File: src/rtl/keypad_hex_entry_pkg.sv
// Shared definitions for the hex keypad entry block: FSM states, key codes,
// row-drive pattern and the frame decoder used to pick a single pressed key.
package keypad_hex_entry_pkg;

  typedef enum logic [1:0] {
    SCAN      = 2'd0,
    DEB_PRESS = 2'd1,
    HELD      = 2'd2,
    DEB_REL   = 2'd3
  } state_t;

  localparam logic [3:0] KEY_CLEAR = 4'hF;
  localparam logic [3:0] ROW_IDLE  = 4'b1110;

  typedef struct packed {
    logic       empty;
    logic       single;
    logic [3:0] code;
  } frame_info_t;

  // Frame bit 4r+c is key {r,c}, so the bit index is the key code itself.
  function automatic frame_info_t decode_frame(input logic [15:0] frame);
    frame_info_t info;
    int unsigned hits;
    hits        = 0;
    info.empty  = (frame == 16'h0000);
    info.code   = 4'h0;
    for (int i = 0; i < 16; i++) begin
      if (frame[i]) begin
        hits++;
        info.code = 4'(i);
      end
    end
    info.single = (hits == 1);
    return info;
  endfunction

endpackage

File: src/rtl/keypad_hex_entry_row_scanner.sv
// Row scanner for a 4x4 active-low keypad: drives one row low per dwell
// period, synchronises the columns and assembles a 16-bit pressed-key frame.
module keypad_row_scanner #(
  parameter int SCAN_DIV = 49999
) (
  input  logic        clk,
  input  logic        rst,
  input  logic [3:0]  col_i,
  output logic [3:0]  row_o,
  output logic [15:0] frame,
  output logic        frame_done
);
  import keypad_hex_entry_pkg::*;

  localparam int DW = (SCAN_DIV > 0) ? $clog2(SCAN_DIV + 1) : 1;

  logic [3:0]    col_meta;
  logic [3:0]    col_sync;
  logic [DW-1:0] dwell_cnt;
  logic [1:0]    row_idx;
  logic [11:0]   frame_acc;
  logic          last_dwell;

  // Synchroniser flops idle high so nothing looks pressed straight out of reset.
  always_ff @(posedge clk or posedge rst) begin
    if (rst) begin
      col_meta <= 4'hF;
      col_sync <= 4'hF;
    end else begin
      col_meta <= col_i;
      col_sync <= col_meta;
    end
  end

  assign last_dwell = (dwell_cnt == DW'(SCAN_DIV));

  always_ff @(posedge clk or posedge rst) begin
    if (rst) begin
      dwell_cnt <= '0;
      row_idx   <= 2'd0;
      frame_acc <= '0;
    end else if (last_dwell) begin
      dwell_cnt <= '0;
      row_idx   <= row_idx + 2'd1;
      case (row_idx)
        2'd0:    frame_acc[3:0]  <= ~col_sync;
        2'd1:    frame_acc[7:4]  <= ~col_sync;
        2'd2:    frame_acc[11:8] <= ~col_sync;
        default: ;
      endcase
    end else begin
      dwell_cnt <= dwell_cnt + DW'(1);
    end
  end

  // The last row is not stored; it is combined live on the completing cycle.
  assign frame      = {~col_sync, frame_acc};
  assign frame_done = last_dwell && (row_idx == 2'd3);

  always_comb begin
    row_o = ROW_IDLE;
    case (row_idx)
      2'd1:    row_o = 4'b1101;
      2'd2:    row_o = 4'b1011;
      2'd3:    row_o = 4'b0111;
      default: row_o = ROW_IDLE;
    endcase
  end

endmodule

File: src/rtl/keypad_hex_entry.sv
// Debounced 4x4 hex keypad entry with a 32-bit digit register and CPU req/ack.
// Optional KEYPAD_CLEAR_KEY_EN makes key F clear the entry register.
module keypad_hex_entry #(
  parameter int SCAN_DIV       = 49999,
  parameter int DEBOUNCE_SCANS = 4
) (
  input  logic        clk,
  input  logic        rst,
  output logic [3:0]  row_o,
  input  logic [3:0]  col_i,
  output logic [3:0]  key_code_o,
  output logic        key_req_o,
  input  logic        key_ack_i,
  output logic        overrun_o,
  output logic [31:0] value_o
);
  import keypad_hex_entry_pkg::*;

  localparam logic [3:0] DEB_LAST = 4'(DEBOUNCE_SCANS);

  logic [15:0] frame;
  logic        frame_done;
  frame_info_t info;

  state_t      state, state_n;
  logic [3:0]  cand, cand_n;
  logic [3:0]  cnt, cnt_n, cnt_inc;
  logic        accept;

  keypad_row_scanner #(.SCAN_DIV(SCAN_DIV)) u_scanner (
    .clk        (clk),
    .rst        (rst),
    .col_i      (col_i),
    .row_o      (row_o),
    .frame      (frame),
    .frame_done (frame_done)
  );

  assign info = decode_frame(frame);

  always_ff @(posedge clk or posedge rst) begin
    if (rst) begin
      state <= SCAN;
      cand  <= 4'h0;
      cnt   <= 4'h0;
    end else begin
      state <= state_n;
      cand  <= cand_n;
      cnt   <= cnt_n;
    end
  end

  // Debounce decisions happen only on frame completion; between frames the
  // FSM simply holds.
  always_comb begin
    state_n = state;
    cand_n  = cand;
    cnt_n   = cnt;
    cnt_inc = cnt + 4'd1;
    accept  = 1'b0;
    if (frame_done) begin
      case (state)
        SCAN: begin
          if (info.single) begin
            cand_n = info.code;
            if (DEB_LAST == 4'd1) begin
              accept  = 1'b1;
              state_n = HELD;
              cnt_n   = 4'd0;
            end else begin
              state_n = DEB_PRESS;
              cnt_n   = 4'd1;
            end
          end
        end
        DEB_PRESS: begin
          if (info.single && (info.code == cand)) begin
            if (cnt_inc == DEB_LAST) begin
              accept  = 1'b1;
              state_n = HELD;
              cnt_n   = 4'd0;
            end else begin
              cnt_n = cnt_inc;
            end
          end else begin
            state_n = SCAN;
            cnt_n   = 4'd0;
          end
        end
        HELD: begin
          if (info.empty) begin
            if (DEB_LAST == 4'd1) begin
              state_n = SCAN;
              cnt_n   = 4'd0;
            end else begin
              state_n = DEB_REL;
              cnt_n   = 4'd1;
            end
          end
        end
        DEB_REL: begin
          if (info.empty) begin
            if (cnt_inc == DEB_LAST) begin
              state_n = SCAN;
              cnt_n   = 4'd0;
            end else begin
              cnt_n = cnt_inc;
            end
          end else begin
            state_n = HELD;
            cnt_n   = 4'd0;
          end
        end
        default: begin
          state_n = SCAN;
          cnt_n   = 4'd0;
        end
      endcase
    end
  end

  // An accept always wins over a same-cycle ack; overrun only flags a key
  // that lands on a request the CPU has not yet consumed.
  always_ff @(posedge clk or posedge rst) begin
    if (rst) begin
      key_code_o <= 4'h0;
      key_req_o  <= 1'b0;
      overrun_o  <= 1'b0;
      value_o    <= 32'h0;
    end else if (accept) begin
      key_code_o <= info.code;
`ifdef KEYPAD_CLEAR_KEY_EN
      value_o    <= (info.code == KEY_CLEAR) ? 32'h0 : {value_o[27:0], info.code};
`else
      value_o    <= {value_o[27:0], info.code};
`endif
      key_req_o  <= 1'b1;
      if (key_req_o && !key_ack_i) begin
        overrun_o <= 1'b1;
      end
    end else if (key_ack_i && key_req_o) begin
      key_req_o <= 1'b0;
    end
  end

endmodule

File: config.mk
export PLATFORM = sky130hd
export DESIGN_NAME = keypad_hex_entry
export DESIGN_NICKNAME = d
export VERILOG_FILES = /design/src/rtl/keypad_hex_entry_pkg.sv /design/src/rtl/keypad_hex_entry_row_scanner.sv /design/src/rtl/keypad_hex_entry.sv
export SDC_FILE = /design/constraint.sdc
export NUM_CORES = 1
export LEC_CHECK = 0
export CAP_MARGIN = 5
export CORE_ASPECT_RATIO = 0.75
export CORE_MARGIN = 2
export CORE_UTILIZATION = 45
export DETAILED_ROUTE_END_ITERATION = 12
export GPL_ROUTABILITY_DRIVEN = 0
export SYNTH_ARGS = -nofsm -noshare
export SYNTH_HDL_FRONTEND = slang
export SYNTH_SLANG_ARGS = --single-unit
File: constraint.sdc
create_clock -name clk -period 13.1 [get_ports clk]
set_clock_uncertainty 0.05 [all_clocks]
set_input_delay 1.965 -clock clk [delete_from_list [all_inputs] [get_ports clk]]
set_output_delay 1.965 -clock clk [all_outputs]
set_load 0.05 [all_outputs]
==> impl_summary.txt <==
----------------------------------------------------
[Clock network]
  Post_cts resized ... 0
  Setup bufs post-CTS ... 0
  Number of clock buffers inserted by TritonCTS ... 9
  Insertion delay of the later-clocked pin in the worst-skew pair ... 0.33 ns
  Maximum root-to-sink buffer count ... 2
  CTS root buffer ... sky130_fd_sc_hd__clkbuf_16
  TritonCTS sink count ... 82
  Clock transition at path regs ... 0.06 ns
  Hold buffer count at cts ... 0
  CTS tree ... done
  Maximum level of the CTS H-tree ... 3

[Worst setup path]
  Worst reg2reg path endpoint ... key_code_o[0]
  Peak fanout along the critical path ... 35
  Required time at the endpoint of the critical path ... 13.26 ns
  Delay-heaviest family, CP ... adder cells
  Sum of buffers and inverters on the critical path ... 2
  Class of the most critical setup path ... reg -> reg
  Crit-path most repeated cell ... sky130_fd_sc_hd__ha_1
  Register-to-Register Path Depth ... 44
  Worst setup slack for register-to-register paths ... 1.24 ns
  Crit end category ... flip-flop
  Arrival time worst endpoint ... 12.02 ns
  CP Launch Point ... u_scanner.frame_acc[1]
  Kind of start point of the critical path ... flip-flop
  Startpoint of the most critical register-to-register path ... u_scanner.frame_acc[1]
  Worst stage delay on the critical path ... 0.89 ns
  Max stage delay cell, worst path ... sky130_fd_sc_hd__and3_2

[Hold path]
  Min-Delay Path Depth ... 0
  Tightest Hold Check Type ... reg -> reg
  Start point of the worst hold path ... u_scanner.col_meta[1]
  Endpoint, Worst Hold ... u_scanner.col_sync[1]

[Layout]
  Diodes inserted ... 0
  Final-stage net count ... 658
  Relative area change from synthesis to final layout ... 14.0%
  FILL cells ... 1,177
  Fraction of layout cells with a size suffix above 1 ... 14.8%

[Flow run]
  Max-capacitance violation count ... 0

[Outcome]
  Outcome ... complete, no violations

[Floorplanning]
  Starting Density ... 46.3%
  Number of I/O pins ... 49
  Site row count ... 36
  Core area ... 0.0131 mm2
  Die Y-Extent ... 104 um
  Total Die Area ... 0.0144 mm2
  Die W ... 138 um

[Power and ir drop]
  Peak supply drop ... 0.0807 mV
  Power per cell area ... 81.8 mW/mm2
  Combinational group share of total power ... 3.2%
  Cell-internal power ... 0.000450 W
  Switching portion of total power ... 20.3%
  Switching component of the power ... 0.000115 W
  Clock network power share ... 51.0%
  Overall power after layout ... 0.000564 W
  Reg power frac ... 45.8%
  LEAKAGE ... 3.11 nW

[STA]
  Final count of hold timing violations ... 0
  Tightest Pin Transition ... 1.05 ns
  Setup repair after global routing missed its margin ... false
  Upper clock frequency limit ... 84.3 MHz
  Time the final worst path needs with I/O delays and setup ... 11.86 ns
  Slew headroom ... 29.8%
  Number of setup violations in the final report ... 0
  Slew Limit Fails ... 0
  Ratio of final minimum period to clock period ... 90.6%
  Final setup TNS ... 0 ns

[GRT]
  Initial antenna violation count ... 0
  Wire length of the first global-routing pass ... 21,900 um
  GR Overflow Total ... 0
  Maximum number of pins on one net before global-route repair ... 83
  Vias in the first global route ... 4,306
  Global Route Usage Sum ... 18.8%

[Synthesis]
  Async SR Flop Fraction ... 100%
  Sequential element share of the synthesized area ... 34.1%
  Synthesized instance count ... 595
  Warning count from the yosys run ... 0
  Dominant synthesized flop cell ... sky130_fd_sc_hd__dfrtp_1
  Post-synth EDFFs ... 0
  Flip-flop and latch count after synthesis ... 82
  Average size of a mapped cell ... 10.2 um2
  Post-synthesis net count ... 628
  Netlist cell types ... 91
  Cell area after synthesis ... 0.00605 mm2

[Place]
  Count of input and output buffers ... 48
  Dpl hpwl ... 9500 um

[Routing]
  DR iter-0 viols ... 211
  Number of nets with antenna violations after detailed routing ... 0
  Wirelength per Cell ... 15.7 um
  Vias per inst ... 5.45
  Detailed-routing iteration count for the pre-antenna-repair pass ... 5
  Final wirelength ... 12,600 um
  Number of remaining DRC errors ... 0
  Vias ... 4,362

----------------------------------------------------
-- Yosys cell counts, types with 13 or more instances --
cell / n / area (um2)
sky130_fd_sc_hd__dfrtp_1: 74 / 1850
sky130_fd_sc_hd__nand2_1: 50 / 188
sky130_fd_sc_hd__nor2_1: 50 / 188
sky130_fd_sc_hd__xnor2_1: 35 / 307
sky130_fd_sc_hd__mux2_4: 27 / 405
sky130_fd_sc_hd__ha_1: 26 / 325
sky130_fd_sc_hd__a21oi_1: 22 / 110
sky130_fd_sc_hd__nand3_1: 21 / 105
sky130_fd_sc_hd__inv_1: 20 / 75.1
sky130_fd_sc_hd__o21ai_0: 17 / 85.1
sky130_fd_sc_hd__xor2_1: 17 / 149
sky130_fd_sc_hd__clkbuf_1: 14 / 52.6
sky130_fd_sc_hd__and3_1: 13 / 81.3
-- cells in the final DEF, fill, tap and decap left out, types with 11 or more instances in the layout --
master and n:
sky130_fd_sc_hd__nand2_1 50, sky130_fd_sc_hd__ha_1 26, sky130_fd_sc_hd__dfrtp_1 74, sky130_fd_sc_hd__xnor2_1 35
sky130_fd_sc_hd__nand3_1 21, sky130_fd_sc_hd__nand2b_1 11, sky130_fd_sc_hd__mux2_4 27, sky130_fd_sc_hd__o21ai_0 17
sky130_fd_sc_hd__clkdlybuf4s50_1 48, sky130_fd_sc_hd__and2_1 11, sky130_fd_sc_hd__a21oi_1 22, sky130_fd_sc_hd__inv_1 19
sky130_fd_sc_hd__and3_1 12, sky130_fd_sc_hd__nor2_1 50, sky130_fd_sc_hd__xor2_1 17
-- area by class of cell --
class	instances	area [um2]	area share [%]
clock buffers	10	229	3.32
clock inverters	6	114	1.65
inverters	22	85.1	1.23
multi-input cells	460	3700	53.6
flip-flops and latches	82	2060	29.9
well taps	171	214	3.10
repair buffers	50	495	7.18
-- worst max path at each step --
stage	end	slack (ns)	cells after the start
2_1_floorplan	value_o[31]	2.93	46
3_3_place_gp	key_code_o[0]	1.64	44
3_5_place_dp	value_o[29]	1.30	44
4_1_cts	key_code_o[0]	1.23	44
5_1_grt	key_code_o[0]	0.33	45
6_report	key_code_o[0]	1.24	44
-- per-stage QoR --
| step | util (%) | instances | hold slack, ns | area, um2 | setup slack, ns |
|---|---|---|---|---|---|
| 2_1_floorplan | - | 595 | 0.295 | 6050 | 2.93 |
| 3_5_place_dp | 50.2 | 785 | 0.297 | 6560 | 1.30 |
| 6_report | 52.8 | 801 | 0.305 | 6900 | 1.24 |
| 5_1_grt | 52.8 | 801 | 0.309 | 6900 | 0.325 |
| 4_1_cts | 52.8 | 801 | 0.305 | 6900 | 1.23 |
| 3_3_place_gp | 50.2 | 785 | 0.297 | 6560 | 1.64 |
-- cells by family after synthesis --
| family | Yosys count | synth area share [%] |
|---|---|---|
| AO/OA/AOI/OAI | 112 | 13.9 |
| adder cells (fa/ha/maj) | 26 | 5.38 |
| buffers and inverters | 53 | 4.80 |
| XOR/XNOR | 71 | 14.4 |
| multiplexers | 46 | 10.3 |
| flip-flops | 82 | 34.1 |
| AND/OR/NAND/NOR | 205 | 17.0 |
-- routing by layer --
metal  GRT usage (%)  up-vias  share of wire [%]
met2            26.5       65                 44
li1                -     2158                  -
met1            30.1     2130                 53
met3            3.41        9                2.4
met5               0        -                  0
met4            3.35        0               0.62
-- registers in the layout, indices dropped and copies added (netlist names) --
register and flops:
u_scanner.col_sync 4, value_o 29, u_scanner.col_meta 4, cand 4, u_scanner.frame_acc 12, key_code_o 3, cnt 4, overrun_o 1
u_scanner.dwell_cnt 16, state 2, u_scanner.row_idx 2, key_req_o 1
-- power by group through the flow --
| stage | registers (W) | clock network, W | logic (W) |
|---|---|---|---|
| 2_1_floorplan | 0.000261 | 0 | 0.0000144 |
| 3_3_place_gp | 0.000263 | 0 | 0.0000183 |
| 3_5_place_dp | 0.000263 | 0 | 0.0000187 |
| 4_1_cts | 0.000258 | 0.000295 | 0.0000189 |
| 5_1_grt | 0.000258 | 0.000307 | 0.0000213 |
| 6_report | 0.000258 | 0.000288 | 0.0000182 |
-- worst reg2reg max path: cells and delay by family, from the launching register on --
kind | cells | cell delay (ns)
compound gates | 12 | 2.96
fa+ha+maj | 14 | 4.20
buf+inv | 2 | 0.10
flops | 1 | 0.41
mux | 4 | 1.28
simple gates | 12 | 2.72
Power figures use the tool's default switching activity.
